File: config.mk
export PLATFORM = sky130hd
export DESIGN_NAME = filt_tx_flat
export DESIGN_NICKNAME = d
export VERILOG_FILES = /design/src/rtl/filt_pkg.sv /design/src/rtl/filt_tx_if.sv /design/src/rtl/filt_run_timer.sv /design/src/rtl/filt_tx.sv /design/src/flat_wrapper.sv
export SDC_FILE = /design/constraint.sdc
export NUM_CORES = 1
export LEC_CHECK = 0
export CAP_MARGIN = 5
export CORE_AREA = 2 2 39 41
export CTS_BUF_LIST = sky130_fd_sc_hd__clkbuf_4 sky130_fd_sc_hd__clkbuf_8
export DETAILED_ROUTE_END_ITERATION = 10
export DIE_AREA = 0 0 41 43
export PLACE_DENSITY_LB_ADDON = 0.12
export SYNTH_ARGS = -nofsm -noshare
export SYNTH_HDL_FRONTEND = slang
export SYNTH_SLANG_ARGS = --single-unit
File: constraint.sdc
create_clock -name clk -period 4.04 [get_ports clk]
set_input_delay 1.212 -clock clk [delete_from_list [all_inputs] [get_ports clk]]
set_output_delay 1.212 -clock clk [all_outputs]
set_load 0.02 [all_outputs]
File: src/rtl/filt_pkg.sv
//------------------------------------------------------------------------------
// Module      : filt_pkg
// Description : Shared state encodings and run-length limits for the 3-sample
//               glitch filter and its pulse transmitter.
// Revision    : 1.0 - initial release
//------------------------------------------------------------------------------
`default_nettype none

package filt_pkg;

  typedef enum logic [1:0] {
    ST_IDLE = 2'd0,
    ST_HIGH = 2'd1,
    ST_LOW  = 2'd2
  } filt_state_e;

  localparam int FILT_MIN_RUN = 3;

  function automatic int filt_max(input int a, input int b);
    return (a > b) ? a : b;
  endfunction

  // Both runs must outlast the receiver's filter window.
  function automatic bit filt_runs_ok(input int high_len, input int low_len);
    return (high_len >= FILT_MIN_RUN) && (low_len >= FILT_MIN_RUN);
  endfunction

endpackage

`default_nettype wire

File: src/rtl/filt_tx_if.sv
//------------------------------------------------------------------------------
// Module      : filt_tx_if
// Description : Command handshake and event-line bundle of the pulse
//               transmitter.
// Revision    : 1.0 - initial release
//------------------------------------------------------------------------------
`default_nettype none

interface filt_tx_if #(
  parameter int CNT_W = 4
);
  logic             cmd_valid;
  logic [CNT_W-1:0] cmd_cnt;
  logic             cmd_ready;
  logic             y;
  logic             busy;
  logic             done;

  modport master (
    output cmd_valid, cmd_cnt,
    input  cmd_ready, y, busy, done
  );

  modport slave (
    input  cmd_valid, cmd_cnt,
    output cmd_ready, y, busy, done
  );
endinterface

`default_nettype wire

File: src/rtl/filt_run_timer.sv
//------------------------------------------------------------------------------
// Module      : filt_run_timer
// Description : Loadable down-counter timing one HIGH or LOW run; holds at 0.
// Revision    : 1.0 - initial release
//------------------------------------------------------------------------------
`default_nettype none

module filt_run_timer #(
  parameter int W = 2
) (
  input  wire logic         clk,
  input  wire logic         rst,
  input  wire logic         load,
  input  wire logic [W-1:0] load_val,
  output logic              zero
);

  logic [W-1:0] r_cnt;

  always_ff @(posedge clk or posedge rst) begin
    if (rst) begin
      r_cnt <= '0;
    end else if (load) begin
      r_cnt <= load_val;
    end else if (r_cnt != '0) begin
      r_cnt <= r_cnt - W'(1);
    end
  end

  assign zero = (r_cnt == '0);

endmodule

`default_nettype wire

File: src/rtl/filt_tx.sv
//------------------------------------------------------------------------------
// Module      : filt_tx
// Description : Pulse-burst transmitter; each pulse is HIGH_LEN high then
//               LOW_LEN low so a 3-sample filter sees exactly one event.
// Revision    : 1.0 - initial release
//------------------------------------------------------------------------------
`default_nettype none

module filt_tx
  import filt_pkg::*;
#(
  parameter int HIGH_LEN = 4,
  parameter int LOW_LEN  = 4,
  parameter int CNT_W    = 4
) (
  input  wire logic clk,
  input  wire logic rst,
  filt_tx_if.slave  bus
);

  localparam int TW = $clog2(filt_max(HIGH_LEN, LOW_LEN));
  localparam logic [TW-1:0] C_HIGH_LD = TW'(HIGH_LEN - 1);
  localparam logic [TW-1:0] C_LOW_LD  = TW'(LOW_LEN - 1);

  generate
    if (!filt_runs_ok(HIGH_LEN, LOW_LEN)) begin : g_bad_runs
      $error("filt_tx: HIGH_LEN and LOW_LEN must be >= %0d", FILT_MIN_RUN);
    end
  endgenerate

  filt_state_e      r_state;
  logic [CNT_W-1:0] r_remaining;
  logic             r_y;
  logic             r_busy;
  logic             r_done;

  logic             w_ready;
  logic             w_accept;
  logic             w_zero;
  logic             w_load;
  logic [TW-1:0]    w_load_val;

  assign w_ready  = (r_state == ST_IDLE);
  assign w_accept = bus.cmd_valid && w_ready;

  // The timer is reloaded at every run boundary that leads into another run.
  assign w_load = (w_accept && (bus.cmd_cnt != '0))
               || ((r_state == ST_HIGH) && w_zero)
               || ((r_state == ST_LOW) && w_zero && (r_remaining != '0));
  assign w_load_val = (r_state == ST_HIGH) ? C_LOW_LD : C_HIGH_LD;

  filt_run_timer #(
    .W (TW)
  ) u_run_timer (
    .clk      (clk),
    .rst      (rst),
    .load     (w_load),
    .load_val (w_load_val),
    .zero     (w_zero)
  );

  always_ff @(posedge clk or posedge rst) begin
    if (rst) begin
      r_state     <= ST_IDLE;
      r_remaining <= '0;
      r_y         <= 1'b0;
      r_busy      <= 1'b0;
      r_done      <= 1'b0;
    end else begin
      r_done <= 1'b0;
      case (r_state)
        ST_IDLE: begin
          r_y    <= 1'b0;
          r_busy <= 1'b0;
          if (w_accept) begin
            if (bus.cmd_cnt != '0) begin
              r_remaining <= bus.cmd_cnt;
              r_state     <= ST_HIGH;
              r_y         <= 1'b1;
              r_busy      <= 1'b1;
            end else begin
              r_done <= 1'b1;
            end
          end
        end
        ST_HIGH: begin
          if (w_zero) begin
            r_remaining <= r_remaining - CNT_W'(1);
            r_state     <= ST_LOW;
            r_y         <= 1'b0;
          end
        end
        ST_LOW: begin
          // The trailing low run always completes before returning to idle.
          if (w_zero) begin
            if (r_remaining != '0) begin
              r_state <= ST_HIGH;
              r_y     <= 1'b1;
            end else begin
              r_state <= ST_IDLE;
              r_busy  <= 1'b0;
              r_done  <= 1'b1;
            end
          end
        end
        default: begin
          r_state <= ST_IDLE;
          r_y     <= 1'b0;
          r_busy  <= 1'b0;
        end
      endcase
    end
  end

  assign bus.cmd_ready = w_ready;
  assign bus.y         = r_y;
  assign bus.busy      = r_busy;
  assign bus.done      = r_done;

endmodule

`default_nettype wire

File: src/flat_wrapper.sv
// flat-port wrapper written by rule: the top's interface ports become plain ports
module filt_tx_flat import filt_pkg::*;
#(
  parameter int HIGH_LEN = 4,
  parameter int LOW_LEN  = 4,
  parameter int CNT_W    = 4
)
  (clk, rst, bus_cmd_valid, bus_cmd_cnt, bus_cmd_ready, bus_y, bus_busy, bus_done);
  filt_tx_if #(.CNT_W(CNT_W)) bus_i ();
  input  wire logic clk;
  input  wire logic rst;
  input wire logic [$bits(bus_i.cmd_valid)-1:0] bus_cmd_valid;
  input wire logic [$bits(bus_i.cmd_cnt)-1:0] bus_cmd_cnt;
  output wire logic [$bits(bus_i.cmd_ready)-1:0] bus_cmd_ready;
  output wire logic [$bits(bus_i.y)-1:0] bus_y;
  output wire logic [$bits(bus_i.busy)-1:0] bus_busy;
  output wire logic [$bits(bus_i.done)-1:0] bus_done;
  assign bus_i.cmd_valid = bus_cmd_valid;
  assign bus_i.cmd_cnt = bus_cmd_cnt;
  assign bus_cmd_ready = bus_i.cmd_ready;
  assign bus_y = bus_i.y;
  assign bus_busy = bus_i.busy;
  assign bus_done = bus_i.done;
  filt_tx #(.HIGH_LEN(HIGH_LEN), .LOW_LEN(LOW_LEN), .CNT_W(CNT_W)) u_core (.clk(clk), .rst(rst), .bus(bus_i));
endmodule
==> report_table.html <==
<table>
<tr><th>Metric</th><th>Value</th></tr>
<tr><th colspan="2">Floorplanning</th></tr>
<tr><td>Die area</td><td>0.001763 sq mm</td></tr>
<tr><td>Std-Cell Rows</td><td>14</td></tr>
<tr><td>Core region area</td><td>0.001384 sq mm</td></tr>
<tr><td>I/O pin count</td><td>11</td></tr>
<tr><td>Effective utilization at floorplan</td><td>48.73%</td></tr>
<tr><td>Overall die width</td><td>41 um</td></tr>
<tr><td>Die height</td><td>43 um</td></tr>
<tr><th colspan="2">STA</th></tr>
<tr><td>Period minus WS final</td><td>2.773 ns</td></tr>
<tr><td>Slew at the pin closest to its max-slew limit</td><td>0.6109 ns</td></tr>
<tr><td>Number of endpoints with negative hold slack in the final report</td><td>0</td></tr>
<tr><td>Final worst clock skew</td><td>0.0003706 ns</td></tr>
<tr><td>Portion of the clock cycle consumed by the worst path in the final layout</td><td>68.63%</td></tr>
<tr><td>Fmax</td><td>0.3607 GHz</td></tr>
<tr><td>Post-route setup TNS</td><td>0 ns</td></tr>
<tr><td>Number of setup violations in the final report</td><td>0</td></tr>
<tr><td>Setup repair after global routing missed its margin</td><td>false</td></tr>
<tr><td>Max-slew violation count</td><td>0</td></tr>
<tr><td>Slew headroom</td><td>59.19%</td></tr>
<tr><td>Hold Slack</td><td>0.5344 ns</td></tr>
<tr><th colspan="2">Job</th></tr>
<tr><td>Max Cap Violations</td><td>0</td></tr>
<tr><th colspan="2">Critical path</th></tr>
<tr><td>Worst Path Required</td><td>2.83 ns</td></tr>
<tr><td>Type of element launching the critical path</td><td>flip-flop</td></tr>
<tr><td>Max FO, Critical Path</td><td>13</td></tr>
<tr><td>Delay contributed by the slowest stage of the critical path</td><td>0.61 ns</td></tr>
<tr><td>Arrival time at the worst endpoint</td><td>1.56 ns</td></tr>
<tr><td>Kind of end point of the critical path</td><td>output port</td></tr>
<tr><td>Crit-path cells</td><td>nor2_1 -&gt; clkdlybuf4s50_1</td></tr>
<tr><td>Crit Path Class</td><td>flip-flop to output port</td></tr>
<tr><td>Worst path slowest cell</td><td>sky130_fd_sc_hd__clkdlybuf4s50_1</td></tr>
<tr><th colspan="2">Power</th></tr>
<tr><td>IR Drop Worst-Case VDD</td><td>0.3389 mV</td></tr>
<tr><td>Total Power Consumption</td><td>618.7 uW</td></tr>
<tr><td>Lkg Pwr</td><td>0.3490 nW</td></tr>
<tr><td>Power density of the placed cells</td><td>765.5 mW/mm^2</td></tr>
<tr><th colspan="2">Synthesis</th></tr>
<tr><td>Number of instances in the synthesized netlist</td><td>74</td></tr>
<tr><td>Most used flip-flop cell after synthesis</td><td>sky130_fd_sc_hd__dfrtp_1</td></tr>
<tr><td>Synth Net Count</td><td>83</td></tr>
<tr><td>Total of flip-flops plus latches after synthesis</td><td>11</td></tr>
<tr><td>Ys async rst share</td><td>100.0%</td></tr>
<tr><td>Number of synthesized flops with an enable pin</td><td>0</td></tr>
<tr><td>Sequential share of the synthesized area</td><td>40.82%</td></tr>
<tr><td>Cell Area, Synth</td><td>674.4 sq um</td></tr>
<tr><td>Synthesized area per cell</td><td>9.113 sq um</td></tr>
<tr><td>Syn. warnings</td><td>0</td></tr>
<tr><td>Post-synthesis cell type count</td><td>32</td></tr>
<tr><th colspan="2">Placed design</th></tr>
<tr><td>Placed insts</td><td>96</td></tr>
<tr><td>Final weighted congestion in routability-driven placement</td><td>0.7829</td></tr>
<tr><td>Number of port buffers</td><td>10</td></tr>
<tr><td>HPWL after detailed placement</td><td>1.043 mm</td></tr>
<tr><th colspan="2">Cells and area</th></tr>
<tr><td>Highest-count cells in the layout ignoring fill and taps</td><td>sky130_fd_sc_hd__dfrtp_1 (11), sky130_fd_sc_hd__clkdlybuf4s50_1 (10), sky130_fd_sc_hd__inv_1 (9)</td></tr>
<tr><td>Filler-free cell count of the finished design</td><td>100</td></tr>
<tr><td>Nets</td><td>94</td></tr>
<tr><td>Antenna Diode Count</td><td>0</td></tr>
<tr><td>Growth of design area from synthesis to finish</td><td>19.85%</td></tr>
<tr><td>Fraction of layout cells with a size suffix above 1</td><td>9.524%</td></tr>
<tr><td>Most common cell after layout, fill and taps aside</td><td>sky130_fd_sc_hd__dfrtp_1</td></tr>
<tr><th colspan="2">Drt</th></tr>
<tr><td>Average via count per standard cell</td><td>5.870</td></tr>
<tr><td>Number of DRC markers in iteration 0</td><td>14</td></tr>
<tr><td>Pre-antenna DRT Iters</td><td>4</td></tr>
<tr><td>Drt drc</td><td>0</td></tr>
<tr><td>Routed wirelength normalized by instance count</td><td>14.09 um</td></tr>
<tr><td>Sum of routed wire length over all layers</td><td>1.409 mm</td></tr>
<tr><td>Post-route ant nets</td><td>0</td></tr>
<tr><td>Count of vias placed by the detailed router</td><td>587</td></tr>
<tr><th colspan="2">Clocking</th></tr>
<tr><td>Clock slew at the register clock pins of the worst setup and hold paths</td><td>0.08 ns</td></tr>
<tr><td>Number of clock sinks</td><td>11</td></tr>
<tr><td>Number of buffers created by CTS</td><td>3</td></tr>
<tr><td>Hold-fix buffers, CTS</td><td>0</td></tr>
<tr><td>PostCTS Resize Cnt</td><td>0</td></tr>
<tr><td>Maximum buffer depth of the clock tree</td><td>2</td></tr>
<tr><td>Root Buffer</td><td>sky130_fd_sc_hd__clkbuf_4</td></tr>
<tr><td>CTS tree</td><td>done</td></tr>
<tr><td>H-tree level count</td><td>1</td></tr>
<tr><td>Clock latency at the later pin of the worst-skew pair</td><td>0.27 ns</td></tr>
<tr><td>Post-CTS setup buffer count</td><td>0</td></tr>
<tr><th colspan="2">Global routing</th></tr>
<tr><td>Global Route Usage Sum</td><td>19.70%</td></tr>
<tr><td>Maximum number of pins on one net before global-route repair</td><td>14</td></tr>
<tr><td>Number of antenna violations at the first check in global routing</td><td>0</td></tr>
<tr><td>Global-route wire length before repair</td><td>2.290 mm</td></tr>
<tr><td>Via count of the first global-routing pass</td><td>537</td></tr>
<tr><td>GRT Residual Overflow</td><td>0</td></tr>
<tr><th colspan="2">Min path</th></tr>
<tr><td>Hold crit path type</td><td>flip-flop to flip-flop</td></tr>
<tr><th colspan="2">Status</th></tr>
<tr><td>Status</td><td>finished, final reports clean</td></tr>
</table>
## metrics by stage
stage / cell area (sq um) / util (%) / worst slack (ns)
global placement: 778.2 / 56.24 / 1.321
detailed placement: 778.2 / 56.24 / 1.308
CTS: 808.3 / 58.41 / 1.267
floorplan: 674.4 / - / 1.876
global route: 808.3 / 58.41 / 1.203
finish: 808.3 / 58.41 / 1.267
## flip-flops by register name (all words and copies together) (netlist names)
name / count
u_core.r_remaining: 4
u_core.r_state: 2
u_core.u_run_timer.r_cnt: 2
u_core.bus.busy: 1
u_core.bus.done: 1
u_core.bus.y: 1
## final timing paths
kind | startpoint | end | slack, ns | depth (start not counted)
worst max-delay path | u_core.r_state[0]$_DFFE_PP0P_ | bus_cmd_ready | 1.27 | 2
worst min-delay path | u_core.bus.busy$_DFFE_PP0P_ | u_core.bus.busy$_DFFE_PP0P_ | 0.53 | 2
min in group asynchronous | rst | u_core.r_state[0]$_DFFE_PP0P_ | 1.23 | 2
worst max register to register | u_core.r_state[0]$_DFFE_PP0P_ | u_core.r_remaining[2]$_DFFE_PP0P_ | 2.20 | 3
max in group asynchronous | rst | u_core.r_remaining[1]$_DFFE_PP0P_ | 2.52 | 2
worst min register to register | u_core.bus.busy$_DFFE_PP0P_ | u_core.bus.busy$_DFFE_PP0P_ | 0.53 | 2
## layout make-up
cell class              count  area [sq um]
well taps                  16         20.02
fillers                   119         575.6
repair buffers             10         100.1
flip-flops and latches     11         275.3
clock buffers               4         30.03
multi-input cells          50         349.1
inverters                   9         33.78
## synth_stat cells, types with 2 or more instances
master	number	area (sq um)
sky130_fd_sc_hd__mux2i_1	3	30.03
sky130_fd_sc_hd__nor3_1	2	10.01
sky130_fd_sc_hd__inv_1	9	33.78
sky130_fd_sc_hd__nand3b_1	3	22.52
sky130_fd_sc_hd__ha_1	2	25.02
sky130_fd_sc_hd__nor2b_1	3	18.77
sky130_fd_sc_hd__a21oi_1	3	15.01
sky130_fd_sc_hd__dfrtp_1	11	275.3
sky130_fd_sc_hd__nor2_1	2	7.510
sky130_fd_sc_hd__o21ai_0	3	15.01
sky130_fd_sc_hd__a2111oi_0	2	17.52
sky130_fd_sc_hd__o211ai_1	2	15.01
sky130_fd_sc_hd__clkbuf_1	3	11.26
sky130_fd_sc_hd__nand3_1	4	20.02
sky130_fd_sc_hd__nand2_1	5	18.77
## worst max-delay path, delay by kind of cell (launching register included)
kind	cells	cell delay [ns]
buffers and inverters	1	0.61
DFF	1	0.51
and+or+nand+nor	1	0.16
## logic make-up after synthesis
logic type / synth area share [%]
buf+inv: 7.420
simple gates: 24.49
compound gates: 17.44
fa+ha+maj: 3.710
mux: 6.123
flops: 40.82
## layer usage
metal / global-route usage, % / up-vias / wire length (um)
met4: 10.00 / 0 / 17
met5: 0 / - / 0
li1: - / 290 / -
met2: 29.38 / 8 / 664
met1: 26.33 / 285 / 691
met3: 3.141 / 4 / 36
## power breakdown
part	internal, mW	switching (mW)
logic	0.151	0.169
clock network	0.0450	0.0407
registers	0.160	0.0531
total	0.356	0.263
(Power assumes the default switching activity.)
==> patch 1: new RTL, same flow settings <==
`LOW_LEN` is set to 4 in 2 places; all go to 8.
--- a/src/rtl/filt_tx.sv
+++ b/src/rtl/filt_tx.sv
@@ -10,7 +10,7 @@
   import filt_pkg::*;
 #(
   parameter int HIGH_LEN = 4,
-  parameter int LOW_LEN  = 4,
+  parameter int LOW_LEN  = 8,
   parameter int CNT_W    = 4
 ) (
   input  wire logic clk,
--- a/src/flat_wrapper.sv
+++ b/src/flat_wrapper.sv
@@ -2,7 +2,7 @@
 module filt_tx_flat import filt_pkg::*;
 #(
   parameter int HIGH_LEN = 4,
-  parameter int LOW_LEN  = 4,
+  parameter int LOW_LEN  = 8,
   parameter int CNT_W    = 4
 )
   (clk, rst, bus_cmd_valid, bus_cmd_cnt, bus_cmd_ready, bus_y, bus_busy, bus_done);
Function: changed (a bounded check fails within 10 cycles, from zero or initial values and one cycle with rst high).
==> patch 1 against the original RTL <==
  * Total power shrank 1.5%
  * Worst setup slack better by 0.028 ns
  * Area after synthesis is 8.3% higher
  * Non-clock buffer count did not move
  * Via count grew 9.9%
  * Sequential cell count increased by 1
  * Wire length up 12%
  * Critical path depth grew 2
  * Cell area is 4.3% higher
  * Critical endpoint is now u_core.r_remaining[0]
  * Die area unchanged
==> patch 1: results (changes against the original RTL) <==
The combinational fraction of design power was 48.5% (was 51.8%). The sequential cell power came to 240 µW (was 213 µW). The mean cell area of the mapped netlist came to 9.02 µm² (was 9.11 µm²). The worst reg-to-reg setup slack is 2.04 ns (was 2.20 ns). The endpoint of the worst register-to-register path is u_core.r_remaining[3] (was u_core.r_remaining[2]).

The total routed wire length on the met1 layer came out at 803 µm (was 691 µm). The routed wire length on met2 was 709 µm (was 664 µm). The switching share of power came out at 43.3% (was 42.5%). The met2 demand-to-capacity share in global routing came out at 30.9% (was 29.4%). The final clock skew came out at 0.00387 ns (was 0.000371 ns). The adder and majority gate portion of the synthesized area is 5.14% (was 3.71%). Result of the run: finished, final reports clean (unchanged). Leading cell types by total area after synthesis: sky130_fd_sc_hd__dfrtp_1 (41%), sky130_fd_sc_hd__ha_1 (5.1%), sky130_fd_sc_hd__nor3_1 (4.1%), sky130_fd_sc_hd__a211oi_1 (4.1%), sky130_fd_sc_hd__inv_1 (3.6%) (was sky130_fd_sc_hd__dfrtp_1 (41%), sky130_fd_sc_hd__inv_1 (5.0%), sky130_fd_sc_hd__mux2i_1 (4.5%), sky130_fd_sc_hd__ha_1 (3.7%), sky130_fd_sc_hd__nand3b_1 (3.3%)). The fraction of synthesized area in multiplexers came out at 0% (was 6.12%). The critical path's largest stage delay is 0.79 ns (was 0.61 ns). The length in cells of the worst reg-to-reg path came out at 5 (was 3). The met3 demand-to-capacity share in global routing came to 4.71% (was 3.14%). The number of instances in the placed design is 103 (was 96).

The post-detailed-route via-to-cell ratio came out at 6.08 (was 5.87). The number of fill cells was 133 (was 119). The via count of the first global-routing pass is 589 (was 537).

The arrival time at the worst endpoint is 2.90 ns (was 1.56 ns). The biggest fanout along the worst timing path came out at 7 (was 13). The overall fraction of global-route tracks in use is 23.0% (was 19.7%). The clock net sink count came out at 12 (was 11). The standard cell with the maximum stage delay on the critical path was sky130_fd_sc_hd__nor4_1 (was sky130_fd_sc_hd__clkdlybuf4s50_1). The largest voltage drop on the vdd net was 0.406 mV (was 0.339 mV).

The origin of the critical flop-to-flop path is u_core.u_run_timer.r_cnt[0] (was u_core.r_state[0]). The first-pass GRT wire length is 2700 µm (was 2290 µm). The global-route track usage on met1 came out at 34.6% (was 26.3%). The proportion of synthesized chip area in sequential cells is 41.1% (was 40.8%). The final wirelength is 1580 µm (was 1410 µm). The synthesized net count is 91 (was 83). The per-cell routed wire length is 14.9 µm (was 14.1 µm).
patch 1: layout make-up:
type | count | area, µm² | area share, %
well taps | 16 | 20.0 | 2.37
flip-flops and latches | 12 | 300 | 35.6
repair buffers | 10 | 100 | 11.9
multi-input cells | 58 | 374 | 44.4
clock buffers | 3 | 22.5 | 2.67
inverters | 7 | 26.3 | 3.12
patch 1: worst max-delay path by stage:
stage | to | startpoint | cells past startpoint | slack (ns)
finish | u_core.r_remaining[0] | bus_cmd_cnt[2] | 4 | 1.30
global route | u_core.r_remaining[0] | bus_cmd_cnt[1] | 4 | 1.18
CTS | bus_cmd_ready | u_core.r_state[1] | 2 | 1.31
detailed placement | u_core.r_remaining[0] | bus_cmd_cnt[2] | 4 | 1.04
global placement | u_core.r_remaining[0] | bus_cmd_cnt[2] | 4 | 1.13
floorplan | u_core.r_remaining[0] | bus_cmd_cnt[2] | 3 | 1.69
patch 1: tightest hold or removal path, cell delays in order, from the launching register on:
cell and delay [ns]:
sky130_fd_sc_hd__dfrtp_1 0.37, sky130_fd_sc_hd__nand2_1 0.06, sky130_fd_sc_hd__nand3_1 0.08
patch 1: cells by family after synthesis:
family          count (synthesis)
simple gates                   34
compound gates                 21
flops                          12
buf+inv                        11
fa+ha+maj                       3
patch 1: through the flow:
| stage | power [mW] | setup slack, ns | cell area (µm²) | util (%) | hold WS, ns |
|---|---|---|---|---|---|
| after CTS | 0.609 | 1.31 | 843 | 60.9 | 0.538 |
| after global placement | 0.528 | 1.13 | 821 | 59.3 | 0.516 |
| final | 0.609 | 1.30 | 843 | 60.9 | 0.532 |
| after floorplan | 0.462 | 1.69 | 731 | - | 0.510 |
| after detailed placement | 0.533 | 1.04 | 821 | 59.3 | 0.517 |
| after global routing | 0.664 | 1.18 | 843 | 60.9 | 0.580 |
==> patch 2: new RTL, same flow settings <==
Without the edit above. Re-encode `filt_state_e` (3 states) as one-hot, 3 bits wide.
--- a/src/rtl/filt_pkg.sv
+++ b/src/rtl/filt_pkg.sv
@@ -8,10 +8,10 @@
 
 package filt_pkg;
 
-  typedef enum logic [1:0] {
-    ST_IDLE = 2'd0,
-    ST_HIGH = 2'd1,
-    ST_LOW  = 2'd2
+  typedef enum logic [2:0] {
+    ST_IDLE = 3'b001,
+    ST_HIGH = 3'b010,
+    ST_LOW  = 3'b100
   } filt_state_e;
 
   localparam int FILT_MIN_RUN = 3;
Formal check against the unedited RTL: same outputs for any inputs over 10 cycles, from zero or initial values and one cycle with rst high; not proved beyond that.
==> patch 2 against the original RTL <==
  * Cell area is 18% higher
  * Wire length is 32% higher
  * Worst setup slack worse by 0.24 ns
  * Via count is 13% higher
  * Cell count is 2.0% higher
  * Area after synthesis is 23% higher
  * Register-to-register slack better by 0.10 ns
  * Critical path type unchanged
  * Synthesized cell count is 2.7% higher
  * Sequential cell count is 1 higher
  * Count of clock-buffer cells in the layout stayed put
  * First-iteration DRC count is 64% higher
Power is left out: it rests on default switching activity, and per cell area and clock period it moved more than threefold.
==> patch 2: results (changes against the original RTL) <==
Result of the run: finished, final reports clean (unchanged). The proportion of synthesized chip area in sequential cells came to 36.3% (was 40.8%). Most frequent cells after synthesis: sky130_fd_sc_hd__dfrtp_1 (11), sky130_fd_sc_hd__inv_1 (8), sky130_fd_sc_hd__mux2i_1 (4), sky130_fd_sc_hd__nand2_1 (4) (was sky130_fd_sc_hd__dfrtp_1 (11), sky130_fd_sc_hd__inv_1 (9), sky130_fd_sc_hd__nand2_1 (5), sky130_fd_sc_hd__nand3_1 (4)). The detailed placer's ending HPWL came out at 1340 µm (was 1040 µm). The via count of the first global-routing pass was 644 (was 537). The kind of cell adding the most delay to the critical path is flip-flops (was buffers and inverters). The overall fraction of global-route tracks in use is 27.2% (was 19.7%). The share of layout cells above drive strength 1 is 16.3% (was 9.52%). The launch instance of the worst min-delay path was u_core.bus.y (was u_core.bus.busy). The count of unique library cells instantiated by Yosys came out at 38 (was 32). The antenna diode count is 0 (unchanged). The origin of the critical flop-to-flop path was u_core.r_remaining[0] (was u_core.r_state[0]). The biggest fanout along the worst timing path is 10 (was 13). The layout net count came to 97 (was 94). The initial DRC count was 23 (was 14). The start point of the critical path is u_core.r_state[0] (unchanged).

The largest net degree at the start of global routing came to 13 (was 14). The actual transition at the worst max-transition pin came to 0.542 ns (was 0.611 ns). Largest registers: u_core.r_remaining x4, u_core.r_state x3, u_core.u_run_timer.r_cnt x2 (was u_core.r_remaining x4, u_core.r_state x2, u_core.u_run_timer.r_cnt x2). The maximum count of clock buffers along a single path came out at 2 (unchanged). The final wirelength is 1860 µm (was 1410 µm). Leading cell types by total area after synthesis: sky130_fd_sc_hd__dfrtp_1 (33%), sky130_fd_sc_hd__mux2i_1 (4.8%), sky130_fd_sc_hd__ha_1 (4.5%), sky130_fd_sc_hd__inv_1 (3.6%), sky130_fd_sc_hd__nand4bb_4 (3.3%) (was sky130_fd_sc_hd__dfrtp_1 (41%), sky130_fd_sc_hd__inv_1 (5.0%), sky130_fd_sc_hd__mux2i_1 (4.5%), sky130_fd_sc_hd__ha_1 (3.7%), sky130_fd_sc_hd__nand3b_1 (3.3%)). The final clock skew came to 0.00360 ns (was 0.000371 ns). The first-pass GRT wire length came out at 3120 µm (was 2290 µm). The post-detailed-route via-to-cell ratio is 6.52 (was 5.87). The standard cell with the maximum stage delay on the critical path was sky130_fd_sc_hd__dfstp_2 (was sky130_fd_sc_hd__clkdlybuf4s50_1).
## patch 2: worst reg2reg max path, delay by kind of cell, from the launching register on
kind / cells / cell delay, ns
fa+ha+maj: 1 / 0.20
buf+inv: 1 / 0.11
flops: 1 / 0.43
simple gates: 1 / 0.42
compound gates: 2 / 0.46
## patch 2: final timing paths
check | endpoint | slack (ns) | cells past startpoint
max in group asynchronous | u_core.r_state[0] | 2.46 | 2
worst min register to register | u_core.bus.y | 0.51 | 1
min in group asynchronous | u_core.r_remaining[2] | 1.24 | 2
worst min-delay path | u_core.bus.y | 0.51 | 1
worst max-delay path | bus_cmd_ready | 1.03 | 2
worst max register to register | u_core.u_run_timer.r_cnt[0] | 2.30 | 5
## patch 2: final cells by class
cell class	instances	area, µm²
Inverter	8	30.0
Multi-Input combinational cell	52	463
Tap cell	16	20.0
Timing Repair Buffer	10	100
Fill cell	120	433
Sequential cell	12	302
Clock buffer	4	36.3
## patch 2: cells by family (layout without fill, tap and decap cells)
logic type	Yosys count	after routing	share of synthesized area, %
and+or+nand+nor	26	26	27.3
xor gates and xnor gates	1	1	1.06
adders and majority gates	3	3	4.53
DFF	12	12	36.4
buffers and inverters	12	22	7.84
muxes	4	4	4.83
AOI/OAI and AO/OA	18	18	18.1
## patch 2: metrics by stage
step	instances	hold WS, ns	instance area (µm²)	utilization (%)	setup slack, ns
final	102	0.513	951	68.7	1.03
after detailed placement	98	0.496	915	66.1	1.20
after CTS	102	0.515	951	68.7	1.03
after floorplan	76	0.501	830	-	1.65
after global placement	98	0.486	915	66.1	1.27
after global routing	102	0.567	951	68.7	0.946
## patch 2: layer usage
metal | track usage (%) | share of wire (%)
met3 | 6.81 | 2.3
met2 | 38.4 | 53
met4 | 16.7 | 2.7
met5 | 0 | 0
met1 | 35.7 | 42
